## src/rtl/led_ctrl.sv

```systemverilog
// Four-channel LED controller: register file (CTRL/DUTY/BLINK/STATUS), prescaled timebase, blink and PWM.
// Reads return 1 cycle after rd_en; writes land on the strobe edge; no backpressure, led is registered.
module led_ctrl #(
  parameter int PRESCALE = 1000,
  parameter int DATA_W   = 32
) (
  input  logic              clk,
  input  logic              rst,
  input  logic              wr_en,
  input  logic              rd_en,
  input  logic [3:0]        addr,
  input  logic [DATA_W-1:0] wdata,
  output logic [DATA_W-1:0] rdata,
  output logic              rdata_valid,
  output logic [3:0]        led
);

  localparam int PW = (PRESCALE > 2) ? $clog2(PRESCALE) : 1;

  localparam logic [1:0] A_CTRL   = 2'd0;
  localparam logic [1:0] A_DUTY   = 2'd1;
  localparam logic [1:0] A_BLINK  = 2'd2;
  localparam logic [1:0] A_STATUS = 2'd3;

  logic [7:0]    ctrl;
  logic [31:0]   duty;
  logic [15:0]   blink;
  logic [PW-1:0] presc;
  logic [7:0]    pwm_cnt;
  logic [15:0]   blink_cnt;
  logic          phase;
  logic          tick;
  logic [1:0]    sel;
  logic [31:0]   rd_mux;
  logic [3:0]    led_nxt;
  logic          unused_addr;

  assign sel         = addr[3:2];
  assign unused_addr = ^addr[1:0];
  assign tick        = (presc == PW'(PRESCALE - 1));

  // Timebase: free-running, untouched by register writes.
  always_ff @(posedge clk or posedge rst) begin
    if (rst) begin
      presc   <= '0;
      pwm_cnt <= '0;
    end else begin
      presc <= tick ? '0 : presc + 1'b1;
      if (tick) pwm_cnt <= pwm_cnt + 1'b1;
    end
  end

  always_ff @(posedge clk or posedge rst) begin
    if (rst) begin
      ctrl  <= '0;
      duty  <= '0;
      blink <= '0;
    end else if (wr_en) begin
      case (sel)
        A_CTRL:  ctrl  <= wdata[7:0];
        A_DUTY:  duty  <= wdata[31:0];
        A_BLINK: blink <= wdata[15:0];
        default: ;
      endcase
    end
  end

  // A BLINK write restarts the half-period from phase 0.
  always_ff @(posedge clk or posedge rst) begin
    if (rst) begin
      blink_cnt <= '0;
      phase     <= 1'b0;
    end else if ((wr_en && sel == A_BLINK) || blink == 16'd0) begin
      blink_cnt <= '0;
      phase     <= 1'b0;
    end else if (tick) begin
      if (blink_cnt == blink - 16'd1) begin
        blink_cnt <= '0;
        phase     <= ~phase;
      end else begin
        blink_cnt <= blink_cnt + 16'd1;
      end
    end
  end

  always_comb begin
    rd_mux = '0;
    case (sel)
      A_CTRL:   rd_mux = {24'd0, ctrl};
      A_DUTY:   rd_mux = duty;
      A_BLINK:  rd_mux = {16'd0, blink};
      A_STATUS: rd_mux = {16'd0, pwm_cnt, 7'd0, phase};
      default:  rd_mux = '0;
    endcase
  end

  always_comb begin
    led_nxt = '0;
    for (int i = 0; i < 4; i++) begin
      case (ctrl[2*i +: 2])
        2'b00:   led_nxt[i] = 1'b0;
        2'b01:   led_nxt[i] = 1'b1;
        2'b10:   led_nxt[i] = phase;
        default: led_nxt[i] = (pwm_cnt < duty[8*i +: 8]);
      endcase
    end
  end

  // Read mux samples pre-write state, so a same-edge write is not visible.
  always_ff @(posedge clk or posedge rst) begin
    if (rst) begin
      rdata       <= '0;
      rdata_valid <= 1'b0;
      led         <= '0;
    end else begin
      rdata_valid <= rd_en;
      if (rd_en) rdata <= rd_mux;
      led <= led_nxt;
    end
  end

endmodule

```

## config.mk

```make
export PLATFORM = sky130hd
export DESIGN_NAME = led_ctrl
export DESIGN_NICKNAME = d
export VERILOG_FILES = /design/src/rtl/led_ctrl.sv
export SDC_FILE = /design/constraint.sdc
export NUM_CORES = 1
export LEC_CHECK = 0
export ABC_AREA = 1
export CAP_MARGIN = 20
export CORE_MARGIN = 4
export CORE_UTILIZATION = 25
export CTS_CLUSTER_DIAMETER = 200
export DETAILED_ROUTE_END_ITERATION = 10
export GPL_TIMING_DRIVEN = 1
export SETUP_SLACK_MARGIN = 0.02
export SYNTH_ARGS = -nofsm -noshare
export SYNTH_HDL_FRONTEND = slang
export SYNTH_SLANG_ARGS = --single-unit
```

## constraint.sdc

```tcl
create_clock -name clk -period 7.71 [get_ports clk]
set_input_delay 1.542 -clock clk [delete_from_list [all_inputs] [get_ports clk]]
set_output_delay 1.542 -clock clk [all_outputs]
set_load 0.01 [all_outputs]
```

After elaboration in Yosys (flattened, before gate mapping):

Cells that the tools add are included.

* add/subtract/negate cells: 4
* multiply operators: 0
* div/mod/pow operators: 0
* magnitude comparators: 4
* eq/ne operators: 13
* shift operators: 0
* mux-type cells: 12
* bitwise gates (word level): 1
* reduce and logical (&&, ||, !) cells: 14

Operators with widths (count)
* $pmux 32 s4: 1
* $mux 16: 3
* $lt 8x8->1: 4
* $add 16x1->16 const B: 1
* $eq 16x16->1: 1
* $logic_not 16->1: 1
* $sub 16x1->16 const B: 1
* $eq 2x2->1 const B: 6
* $pmux 1 s3: 4
* $add 10x1->10 const B: 1
* $eq 10x10->1 const B: 1
* $eq 2x1->1 const B: 5
* $logic_not 2->1: 5
* $mux 10: 1
* $add 8x1->8 const B: 1
* $reduce_and 2->1: 4
* $reduce_bool 2->1: 2
* $mux 1: 3
* $logic_and 1x1->1: 1
* $logic_or 1x1->1: 1
* $not 1->1: 1

* bits in registers: 128
* bits in latches: 0
* bits in writable memories: 0
* bits in read-only memories: 0
* input bits: 40
* output and inout port bits: 37
* word-level logic and storage cells: 58
* memories kept: 0

Depth between registers and ports, before layout:

Gate-level depths: netlist (run 1).

* word-level depth: 5
* mapped depth: 16
* mapped depth without buffers: 16

Worst setup path after synthesis (run 1):

Ideal clock, no wire load.

* path type: input -> register
* start: input addr[3]
* end: register blink_cnt[7]
* setup time: 126 ps
* data arrival time: 2664 ps
* required time: 7584 ps
* setup slack: 4921 ps
* stages on the path: 6
* path buffers: 3
* cells stage by stage: clkbuf_1 > nand3_1 > nand3_4 > buf_2 > clkbuf_4 > a21oi_2

* cells in the longest elaborated chain, start to end: 4
* elaborated cells between the ends (all ways): 5
* classes of those cells: eq/ne (1); mux (1); reduce/logical (3)

RTL lines
* start: declaration: RTL line 11 `input logic [3:0] addr,`
* $eq 2x2->1 *: RTL line 73 `end else if ((wr_en && sel == A_BLINK) || blink == 16'd0) begin`
* $logic_and 1x1->1 *: RTL line 73
* $logic_or 1x1->1 *: RTL line 73
* $mux 16 or $reduce_bool 2->1 (tied branches)
* end signal: assignment: RTL line 81 `blink_cnt <= blink_cnt + 16'd1;`
* end: declaration: RTL line 30 `logic [15:0] blink_cnt;`

Every way passes the cells marked *; elsewhere a longest branch is shown, timed or not.
A chain may end at the register's enable or synchronous reset.

Final worst setup path (run 1):

* start: input addr[2]
* end: register rdata[1]

* cells in the longest elaborated chain, start to end: 2
* elaborated cells between the ends (all ways): 5
* classes of those cells: eq/ne (3); mux (1); reduce/logical (1)

RTL lines
* $eq 2x2->1, or another cell as far along: RTL line 88 `case (sel)`
* $pmux 32 s4 *: RTL line 88
* end signal: assignment: RTL line 117 `if (rd_en) rdata <= rd_mux;`
* end: declaration: RTL line 13 `output logic [DATA_W-1:0] rdata,`

Marked as above.

==> impl_results.md, run 1 <==
- Arrival @ worst endpoint: 4.10 ns
- Layout Nets: 991
- Minimum clock period: 3.76 ns
- Starting Density: 25.6%
- Synth unique cells: 40
- Worst vdd ir: 124 µV
- WL per Instance: 13.7 µm
- Routed WL: 17800 µm
- Switching share of power: 28.0%
- Die ar.: 30600 µm²
- Fraction of power consumed by combinational cells: 17.9%
- Crit. End Element: register
- Slew @ Worst Pin: 0.976 ns
- Hold wc startpoint: presc[0]
- HP Class: reg -> reg
- Synth Cell Area: 6970 µm²
- Leakage: 4.16 nW
- Synth top area share: 46.0%
- Die Width: 175 µm
- Worst endpoint required time: 8.04 ns
- Fin. max-slew vios: 0
- Layout cell share with drive strength beyond 1: 8.27%
- Count of final setup violators: 0
- CTS tree: yes
- H-tree depth: 4
- Crit-path max FO: 26
- WL met1: 8440 µm
- Die H: 175 µm
- Clk pwr share: 42.4%
- Worst-path clk slew: 0.06 ns
- Psw: 0.566 mW
- Post-CTS setup buffer count: 0
- Seq/Total Area, Yosys: 46.0%
- Reg-to-Reg End: blink_cnt[14]
- PortBufs: 74
- Int Power: 1.46 mW
- Max Fclk: 0.266 GHz
- Setup TNS: 0 ns
- Number of diodes: 0
- Critical Path Source Type: input port
- Most frequent cells in the layout: 192 x nand2_1, 128 x dfrtp_1, 123 x inv_1
- Io pins: 77
- Pwr/cell area: 232 nW/µm²
- RePlAce Congestion: 0.822
- Top routing layer in use: met5
- Final antenna-violating net count: 0
- Synth Area per Inst: 8.23 µm²
- WL met3: 862 µm
- Syn_nets: 918
- Fin crit share: 48.8%
- Synth Warn #: 0
- Synth area leaders: dfrtp_1 46%, nand2_1 10%, inv_1 6.7%, ha_1 5.7%, o21ai_0 5.0%
- Crit Path Category: in -> reg
- DR DRC count: 0
- Worst R2R Path Depth: 12
- CTS buffer count: 17
- GRT overflow: 0
- Total power: 2.03 mW
- Max_cap viols: 0
- First-pass GRT wire length: 29200 µm
- Routed via count: 5793
- Max Buffers Root-to-Sink: 2
- Post-synth top area cell: dfrtp_1
- Final Hold Fails: 0
- Gr usage total: 11.9%
- Pin count of the biggest net entering global routing: 68
- Slew margin rel.: 34.8%
- R2R Path Start: blink[0]
- Vias in the first global route: 5515
- R2R setup slack: 5.28 ns
- Commonest non-fill, non-tap cell in the layout: nand2_1
- Hold endpoint: presc[0]
- Post_cts resized: 0
- Status: finished clean
- Initial antenna violation count: 1
- Post-synthesis register bit count: 128
- Routed vias/inst: 4.45
- Clock sinks: 128
- Hold-fix buffers, CTS: 0
- DR iter-0 viols: 389
- # rows: 60
- HPWL after detailed placement: 13200 µm
- Syn Inst Count: 846
- WL met2: 8200 µm
- Area growth, synth to finish: 25.4%
- Skew-Pair Late Insertion Delay: 0.42 ns
- Clock skew: 0.00582 ns
- RSZ-0062 raised after global routing: no
- Core area: 27200 µm²
- Power share of the sequential group: 39.7%
- Clk root buf: clkbuf_16
- Worst hold path depth: 1
- Drt pass-1 iters: 5
flip-flops by register name, indices dropped and copies added, names as in the netlist:
name	count
blink_cnt	16
blink	16
rdata	32
ctrl	8
led	4
phase	1
presc	10
pwm_cnt	8
duty	32
rdata_valid	1
through the flow:
stage / hold slack, ns / util [%] / cell area (µm²) / worst slack [ns] / cells
floorplan: 0.433 / - / 6970 / 2.76 / 846
CTS: 0.460 / 32.1 / 8710 / 3.99 / 1302
detailed placement: 0.453 / 29.7 / 8080 / 3.57 / 1271
global placement: 0.449 / 29.7 / 8080 / 3.63 / 1271
finish: 0.458 / 32.1 / 8730 / 3.95 / 1303
global route: 0.496 / 32.1 / 8730 / 3.76 / 1303
final cells by class:
| type | count | area (µm²) |
|---|---|---|
| multi-input combinational | 568 | 3180 |
| clock inverter | 9 | 156 |
| timing repair buffer | 77 | 776 |
| tap | 372 | 465 |
| clock buffer | 22 | 474 |
| inverter | 127 | 479 |
| fill | 2848 | 18400 |
| sequential | 128 | 3200 |
how the worst max path moves through the flow:
stage                     slack [ns]  endpoint  depth (start not counted)    start
after floorplan                 2.76  blink[0]                          1      rst
after global placement          3.63  rdata[9]                          7  addr[2]
after detailed placement        3.57  rdata[9]                          7  addr[2]
after CTS                       3.99  rdata[1]                          7  addr[2]
after global routing            3.76  rdata[1]                          7  addr[2]
final                           3.95  rdata[1]                          7  addr[2]
per-layer routing:
layer / vias to the layer above / global-route usage [%]
li1: 2907 / -
met1: 2746 / 16.3
met2: 116 / 18.5
met3: 22 / 2.79
met4: 2 / 4.22
met5: - / 0
worst max-delay path, stage by stage:
cell             delay, ns
clkdlybuf4s50_1       0.57
inv_1                 0.12
nor2_2                0.29
clkinv_1              0.80
o22ai_1               0.48
a21oi_1               0.10
o21ai_0               0.18
cells in the mapped netlist, drive strengths merged:
cell and number:
nand2 201, dfrtp 128, inv 126, o21ai 74, a21oi 66, nor2 65, nand3 37, ha 32
clkbuf 20, o31ai 16, xor2 16, nand4 15, nor3 10, o22ai 9, xnor2 7, a31oi 4
nand3b 4, nor4 4, o211ai 4, buf 3, a2bb2oi 1, clkinv 1, o21bai 1, o221ai 1
or3 1
power groups by stage:
| stage | sequential (mW) | clock [mW] | combinational [mW] |
|---|---|---|---|
| floorplan | 0.813 | 0 | 0.226 |
| global placement | 0.814 | 0 | 0.359 |
| detailed placement | 0.816 | 0 | 0.365 |
| CTS | 0.805 | 0.873 | 0.368 |
| global route | 0.816 | 0.907 | 0.413 |
| finish | 0.805 | 0.860 | 0.362 |
cell families after synthesis:
| logic type | synth area share, % |
|---|---|
| AO/OA/AOI/OAI | 14.4 |
| buffers and inverters | 8.41 |
| adder cells (fa/ha/maj) | 5.75 |
| AND/OR/NAND/NOR | 22.5 |
| flip-flops | 46.0 |
| XOR/XNOR | 2.89 |
(Power assumes the default switching activity.)
==> run 2, diff against run 1 <==
==> constraint.sdc (replaced) <==
create_clock -name clk -period 3.7 [get_ports clk]
set_input_delay 0.74 -clock clk [delete_from_list [all_inputs] [get_ports clk]]
set_output_delay 0.74 -clock clk [all_outputs]
set_load 0.01 [all_outputs]
==> run 2 against run 1 <==
Against the previous run:
- clock-buffer cell count shrank 4
- clock power grew 93%
- sequential share of layout area is essentially flat
- largest cell class unchanged
- register-to-register slack lost 4.0 ns
- die area is the same
- worst hold slack is essentially flat
- cell count grew 0.31%
- critical path type unchanged
- first-iteration DRC count grew 25%
- combinational power grew 110%
- via count shrank 1.4%
- highest routed layer is now met4
==> impl_results.md, run 2 (synthesis gave the netlist of run 1 again) <==
- Layout cell share with drive strength beyond 1: 8.77% (was 8.27%)
- Pwr/cell area: 470 nW/µm² (was 232 nW/µm²)
- Skew-Pair Late Insertion Delay: 0.42 ns (about the same)
- WL met2: 8110 µm (was 8200 µm)
- Crit Path Category: in -> reg (unchanged)
- Filler instances: 2885 (was 2848)
- CTS buffer count: 17 (unchanged)
- Vias in the first global route: 5644 (was 5515)
- Status: finished clean (unchanged)
- Fin. max-slew vios: 0 (unchanged)
- Clock sinks: 128 (unchanged)
- Worst Setup Slack, final: 1.08 ns (was 3.95 ns)
- Routed via count: 5710 (was 5793)
- Area of the multi-input gates: 3180 µm² (unchanged)
- Worst endpoint required time: 4.03 ns (was 8.04 ns)
- HP Class: reg -> reg (unchanged)
- GRT overflow: 0 (unchanged)
- Post-CTS setup buffer count: 0 (unchanged)
- WL met1: 8660 µm (was 8440 µm)
- RSZ-0062 raised after global routing: no (unchanged)
- Io pins: 77 (unchanged)
- Worst-path clk slew: 0.06 ns (about the same)
- RePlAce Congestion: 0.851 (was 0.822)
- Max_cap viols: 0 (unchanged)
- WL per Instance: 13.6 µm (was 13.7 µm)
- Routed vias/inst: 4.37 (was 4.45)
- Die Width: 175 µm (unchanged)
- Hold-fix buffers, CTS: 0 (unchanged)
- Area growth, synth to finish: 25.2% (was 25.4%)
- Core area: 27200 µm² (unchanged)
- Post_cts resized: 0 (unchanged)
- Register Area: 3200 µm² (unchanged)
- Drt pass-1 iters: 6 (was 5)
- Slew margin rel.: 34.0% (was 34.8%)
- Crit. End Element: register (unchanged)
- Die H: 175 µm (unchanged)
- Pin count of the biggest net entering global routing: 65 (was 68)
- Final antenna-violating net count: 0 (unchanged)
- Most frequent cells in the layout: 192 x nand2_1, 128 x dfrtp_1, 123 x inv_1 (unchanged)
- Fin crit share: 70.8%
- DR DRC count: 0 (unchanged)
- Commonest non-fill, non-tap cell in the layout: nand2_1 (unchanged)
- # rows: 60 (unchanged)
- HPWL after detailed placement: 13300 µm (was 13200 µm)
- Critical Path Source Type: input port (unchanged)
- WL met3: 695 µm (was 862 µm)
- Number of diodes: 0 (unchanged)
- Max Buffers Root-to-Sink: 2 (unchanged)
- PortBufs: 74 (unchanged)
- Setup WS pre-CTS: 0.655 ns (was 3.57 ns)
- Leakage: 4.15 nW (was 4.16 nW)
- First-pass GRT wire length: 29600 µm (was 29200 µm)
- Crit-path max FO: 17 (was 26)
- Slew @ Worst Pin: 0.989 ns (was 0.976 ns)
- Top routing layer in use: met4 (was met5)
- Starting Density: 25.6% (unchanged)
- Final Hold Fails: 0 (unchanged)
- Final Util: 32.1% (about the same)
- DR iter-0 viols: 487 (was 389)
- Die ar.: 30600 µm² (unchanged)
- Layout Nets: 994 (was 991)
- Largest regs: duty x32, rdata x32 (unchanged)
- Worst vdd ir: 344 µV (was 124 µV)
- Gr usage total: 12.0% (was 11.9%)
- Initial antenna violation count: 0 (was 1)
- Routed WL: 17800 µm (about the same)
- Clk root buf: clkbuf_16 (unchanged)
- Max Fclk: 0.382 GHz
- Arrival @ worst endpoint: 2.95 ns (was 4.10 ns)
- Minimum clock period: 2.62 ns
- Setup TNS: 0 ns (unchanged)
- Clock skew: 0.0109 ns (was 0.00582 ns)
- H-tree depth: 4 (unchanged)
- CTS tree: yes (unchanged)
- Count of final setup violators: 0 (unchanged)
## run 2: changes by cell type in the layout (fill, tap and decap cells not counted), sizes merged
cell      previous run  this run
clkinv               3         5
buf                  3         6
inv                126       130
clkbuf              22        18
clkinvlp             3         4
bufinv               4         2
## run 2: final timing paths
kind / from / to / slack (ns) / cells after the start
max in group asynchronous: rst / rdata[20] / 2.25 / 3
min in group asynchronous: rst / duty[16] / 0.75 / 2
max reg2reg: blink[0] / blink_cnt[14] / 1.25 / 12
min reg2reg: presc[0] / presc[0] / 0.46 / 1
min: presc[0] / presc[0] / 0.46 / 1
max: addr[2] / rdata[0] / 1.08 / 7
## run 2: cell type report
class | instances | share of cell area (%)
Sequential cell | 128 | 36.7
Multi-Input combinational cell | 568 | 36.5
Timing Repair Buffer | 80 | 9.29
Inverter | 127 | 5.51
Tap cell | 372 | 5.34
Clock buffer | 18 | 4.92
Clock inverter | 14 | 1.76
## run 2: per-stage QoR
stage | instances | cell area (µm²) | hold slack (ns) | power [mW]
CTS | 1307 | 8720 | 0.462 | 4.15
global placement | 1275 | 8140 | 0.451 | 2.46
global route | 1307 | 8720 | 0.474 | 4.33
detailed placement | 1275 | 8140 | 0.453 | 2.47
floorplan | 846 | 6970 | 0.433 | 2.16
finish | 1307 | 8720 | 0.459 | 4.10
## run 2: layer usage
metal  GRT usage, %  vias up
li1               -     2915
met5              0        -
met4           4.48        0
met2           19.0      117
met3           2.27       17
met1           16.4     2661
## run 2: critical path: stages
cell             delay [ns]
clkdlybuf4s50_1        0.56
inv_1                  0.12
nor2_2                 0.29
clkinv_1               0.57
o221ai_1               0.43
a21oi_1                0.07
o21ai_0                0.15
## run 2: power breakdown
group          switching, mW  internal (mW)  leakage (nW)
combinational          0.446          0.315          2.25
clock                  0.657           1.00         0.278
sequential             0.126           1.55          1.63
total                   1.23           2.87          4.15
==> RTL change 1: new RTL, config.mk and constraints of run 2 <==
Remove the register `led`: a continuous assignment takes its place, so the output `led` follows one clock earlier. Comments in the files are not updated.
--- a/src/rtl/led_ctrl.sv
+++ b/src/rtl/led_ctrl.sv
@@ -111,13 +111,13 @@
     if (rst) begin
       rdata       <= '0;
       rdata_valid <= 1'b0;
-      led         <= '0;
     end else begin
       rdata_valid <= rd_en;
       if (rd_en) rdata <= rd_mux;
-      led <= led_nxt;
     end
   end
 
+  assign led = led_nxt;
+
 endmodule
 
Function: changed (Yosys sat finds a counterexample within 4 cycles, from zero or initial values and one cycle with rst high).
==> RTL change 1 against run 2 <==
Global-route usage rose by 0.42 points; cell area fell by 0.98%; power decreased by 0.70%; combinational power rose by 0.8%; setup slack got worse by 720 ps; area after synthesis is 1.3% lower; routed wire length increased by 4.0%; sequential cell count shrank 4.
==> RTL change 1: results <==
set metrics [dict create \
    outcome "completed" \
    gp_congestion 0.833 \
    synth-xor-area-share_pct 3.19 \
    yosysWarnings 0 \
    wl_met1_mm 8.94 \
    grt_usage_pct 12.4 \
    worst_slew_pin_slew_ps 974 \
    detailed_place_hpwl_mm 13.8 \
    crit_end "led[2]" \
    cts_root_buffer "clkbuf_16" \
    cp_max_fo 8 \
    top_layer "met5" \
    finalNetCount 1005 \
    path_clk_slew_ps 60 \
    ir_worst_vdd_mv 0.290 \
    reg2reg_depth 17 \
    drtIter0Drc 451 \
    ctsResizeCount 0 \
    synth_commonest_cells "nand2_1, dfrtp_1, inv_1" \
    antenna_found_initial 4 \
    r2r-end "phase" \
    synth-adder-area-share_pct 5.82 \
    grt_pass1_vias 5606 \
    timing.hold.ws_ps 479 \
    synth_compound_area_share_pct 14.9 \
    layout-drive-gt1-share_pct 8.15 \
    routed_wl_mm 18.5 \
    required_ps 2960 \
    firstDrtPassIters 5 \
    vias_per_cell 4.60 \
    cp_slowest_cell "clkdlybuf4s50_1" \
    p_leak_nw 4.10 \
    intPower_mw 2.88 \
    reg2reg_slack_ps 1320 \
    wl_met3_um 988 \
    cts_buffer_depth 2 \
    grt.met1_usage_pct 17.5 \
    wl_met2_mm 8.35 \
    fin_skew_ps 7.96 \
    syn-num-nets 927 \
    insertion_delay_ps 420 \
    synthTopCellsByArea "dfrtp_1, nand2_1, inv_1" \
    grt_pass1_wl_mm 30.4 \
    use_met3_pct 3.60 \
    synth_cell_type_count 42 \
    placed_area_sq_um 8050 \
    synth-seq-area-share_pct 45.1 \
    grt_use_met2_pct 19.0 \
    timing.critical_path.from "pwm_cnt[1]" \
    async_flop_share_pct 100 \
    synthMuxAreaShare_pct 0 \
]
==> RTL change 1: cell types whose count changed after synthesis, moves of 3 or more <==
cell,change
nand4_1,+4
nor2_2,+5
a21oi_1,+6
dfrtp_1,-4
nor2_1,+13
nor4_1,-3
nand3_1,+5
o21ai_2,-3
o21ai_0,-8
inv_1,-7
o22ai_1,+3
nand3_2,-5
==> RTL change 1: power groups by stage <==
stage	logic (mW)	registers [mW]	clock network (mW)
6_report	0.767	1.61	1.69
5_1_grt	0.873	1.63	1.78
4_1_cts	0.776	1.61	1.73
3_5_place_dp	0.768	1.63	0
3_3_place_gp	0.755	1.63	0
2_1_floorplan	0.460	1.62	0
==> RTL change 1: cell type report <==
class,count,area (sq um)
tap,341,427
sequential,124,3100
clock buffer,20,447
timing repair buffer,82,851
multi-input combinational,586,3210
fill,2834,18400
inverter,122,462
clock inverter,11,144
==> RTL change 1: metrics by stage <==
step,setup WS (ps),cells
floorplan,1430,855
global placement,825,1255
detailed placement,811,1255
CTS,362,1286
global route,162,1286
finish,358,1286
==> RTL change 2: new RTL, config.mk and constraints of run 2 <==
Without the edit above. Change the parameter `PRESCALE` from 1000 to 500.
--- a/src/rtl/led_ctrl.sv
+++ b/src/rtl/led_ctrl.sv
@@ -1,7 +1,7 @@
 // Four-channel LED controller: register file (CTRL/DUTY/BLINK/STATUS), prescaled timebase, blink and PWM.
 // Reads return 1 cycle after rd_en; writes land on the strobe edge; no backpressure, led is registered.
 module led_ctrl #(
-  parameter int PRESCALE = 1000,
+  parameter int PRESCALE = 500,
   parameter int DATA_W   = 32
 ) (
   input  logic              clk,
Function: same outputs for any inputs over 4 cycles, from zero or initial values and one cycle with rst high; that may be too few to reach the edited logic, so the function may still have changed.
==> RTL change 2 against run 2 <==
Setup slack better by 17 ps; routed wire length down 0.37%; power increased by 0.83%; core utilization rose by 0.094 points; area after synthesis shrank 4.0%; cell area shrank 3.3%; sequential cell count fell by 1; cell count is 6.0% lower.
==> RTL change 2: results <==
set metrics [dict create \
    buffers 81 \
    synth_commonest_cells "nand2_1, dfrtp_1, inv_1" \
    vias 5532 \
    detailed_place_hpwl_mm 13.2 \
    grt_usage_pct 12.5 \
    clkbuf_count 19 \
    critPathTopFamily "buffers and inverters" \
    placementRows 59 \
    sh_seq_area_pct 37.7 \
    holdCritPathClass "reg2reg" \
    finalNetCount 953 \
    syn-instance-count 806 \
    multi_input_area_share_pct 35.2 \
    critPathMaxStageDelay_ps 680 \
    grt.met1_usage_pct 17.2 \
    use_met3_pct 3.15 \
    grt_pass1_vias 5267 \
    ir_worst_vdd_mv 0.341 \
    buf_share_pct 9.85 \
    reg2reg_depth 11 \
    grt_pass1_wl_mm 28.7 \
    antenna_cells 0 \
    worst_slew_pin_slew_ps 976 \
    placed_area_sq_um 7820 \
    inv_count 112 \
    p_leak_nw 4.02 \
    ctsResizeCount 0 \
    design_area_sq_um 8440 \
    synthTopCellsByArea "dfrtp_1, nand2_1, inv_1" \
    fin_skew_ps 6.91 \
    synth-seq-area-share_pct 47.5 \
    cp_max_fo 23 \
    instances_no_fill 1228 \
    gp_congestion 0.850 \
    cp_slowest_cell "inv_1" \
    outcome "completed" \
    clkCellAreaFrac_pct 7.27 \
    nFillCells 2694 \
    drtIter0Drc 428 \
    post_drt_wl_per_cell_um 14.4 \
    worstPathArrival_ps 2870 \
    syn-num-nets 878 \
    synth-adder-area-share_pct 5.99 \
    place_ws_ps 795 \
    antenna_found_initial 0 \
    grt_use_met2_pct 19.5 \
    layout-drive-gt1-share_pct 7.39 \
    yosys_register_bits 127 \
    grt_max_degree 74 \
    async_flop_share_pct 100 \
    synth_cell_type_count 36 \
    synth_compound_area_share_pct 13.2 \
    reg2reg_slack_ps 1170 \
    timing.hold.ws_ps 470 \
    multi_input_cells 542 \
    reg_top3 "duty: 32 flops, rdata: 32 flops" \
    synth-xor-area-share_pct 4.45 \
    holdBufCountCts 0 \
    dieArea_sq_um 29400 \
    yosysTopAreaCell "dfrtp_1" \
]
-- RTL change 2: cell types whose count changed after synthesis, sizes merged, moves of 4 or more --
cell / run 2 / this run
nand2: 201 / 179
inv: 126 / 111
a21oi: 66 / 52
xor2: 16 / 26
nor2: 65 / 71
nand3: 37 / 32
nor4: 4 / 0
-- RTL change 2: worst max-delay path by stage --
stage          cells past startpoint      from            end  slack [ps]
5_1_grt                           11  blink[0]  blink_cnt[14]         830
3_5_place_dp                       6   addr[3]       rdata[1]         800
4_1_cts                           11  blink[0]  blink_cnt[14]        1120
2_1_floorplan                      1       rst       blink[0]        1390
6_report                           6   addr[3]       rdata[3]        1100
3_3_place_gp                       6   addr[3]       rdata[1]         800
-- RTL change 2: report_power, final --
part	internal, mW	switching, mW
Clock	1.10	0.636
Combinational	0.308	0.413
Sequential	1.54	0.135
-- RTL change 2: metal layers --
layer	part of all wire (%)	vias to the layer above
met5	0	-
met4	1.0	0
met3	5.0	13
met2	47	109
met1	47	2634
li1	-	2776
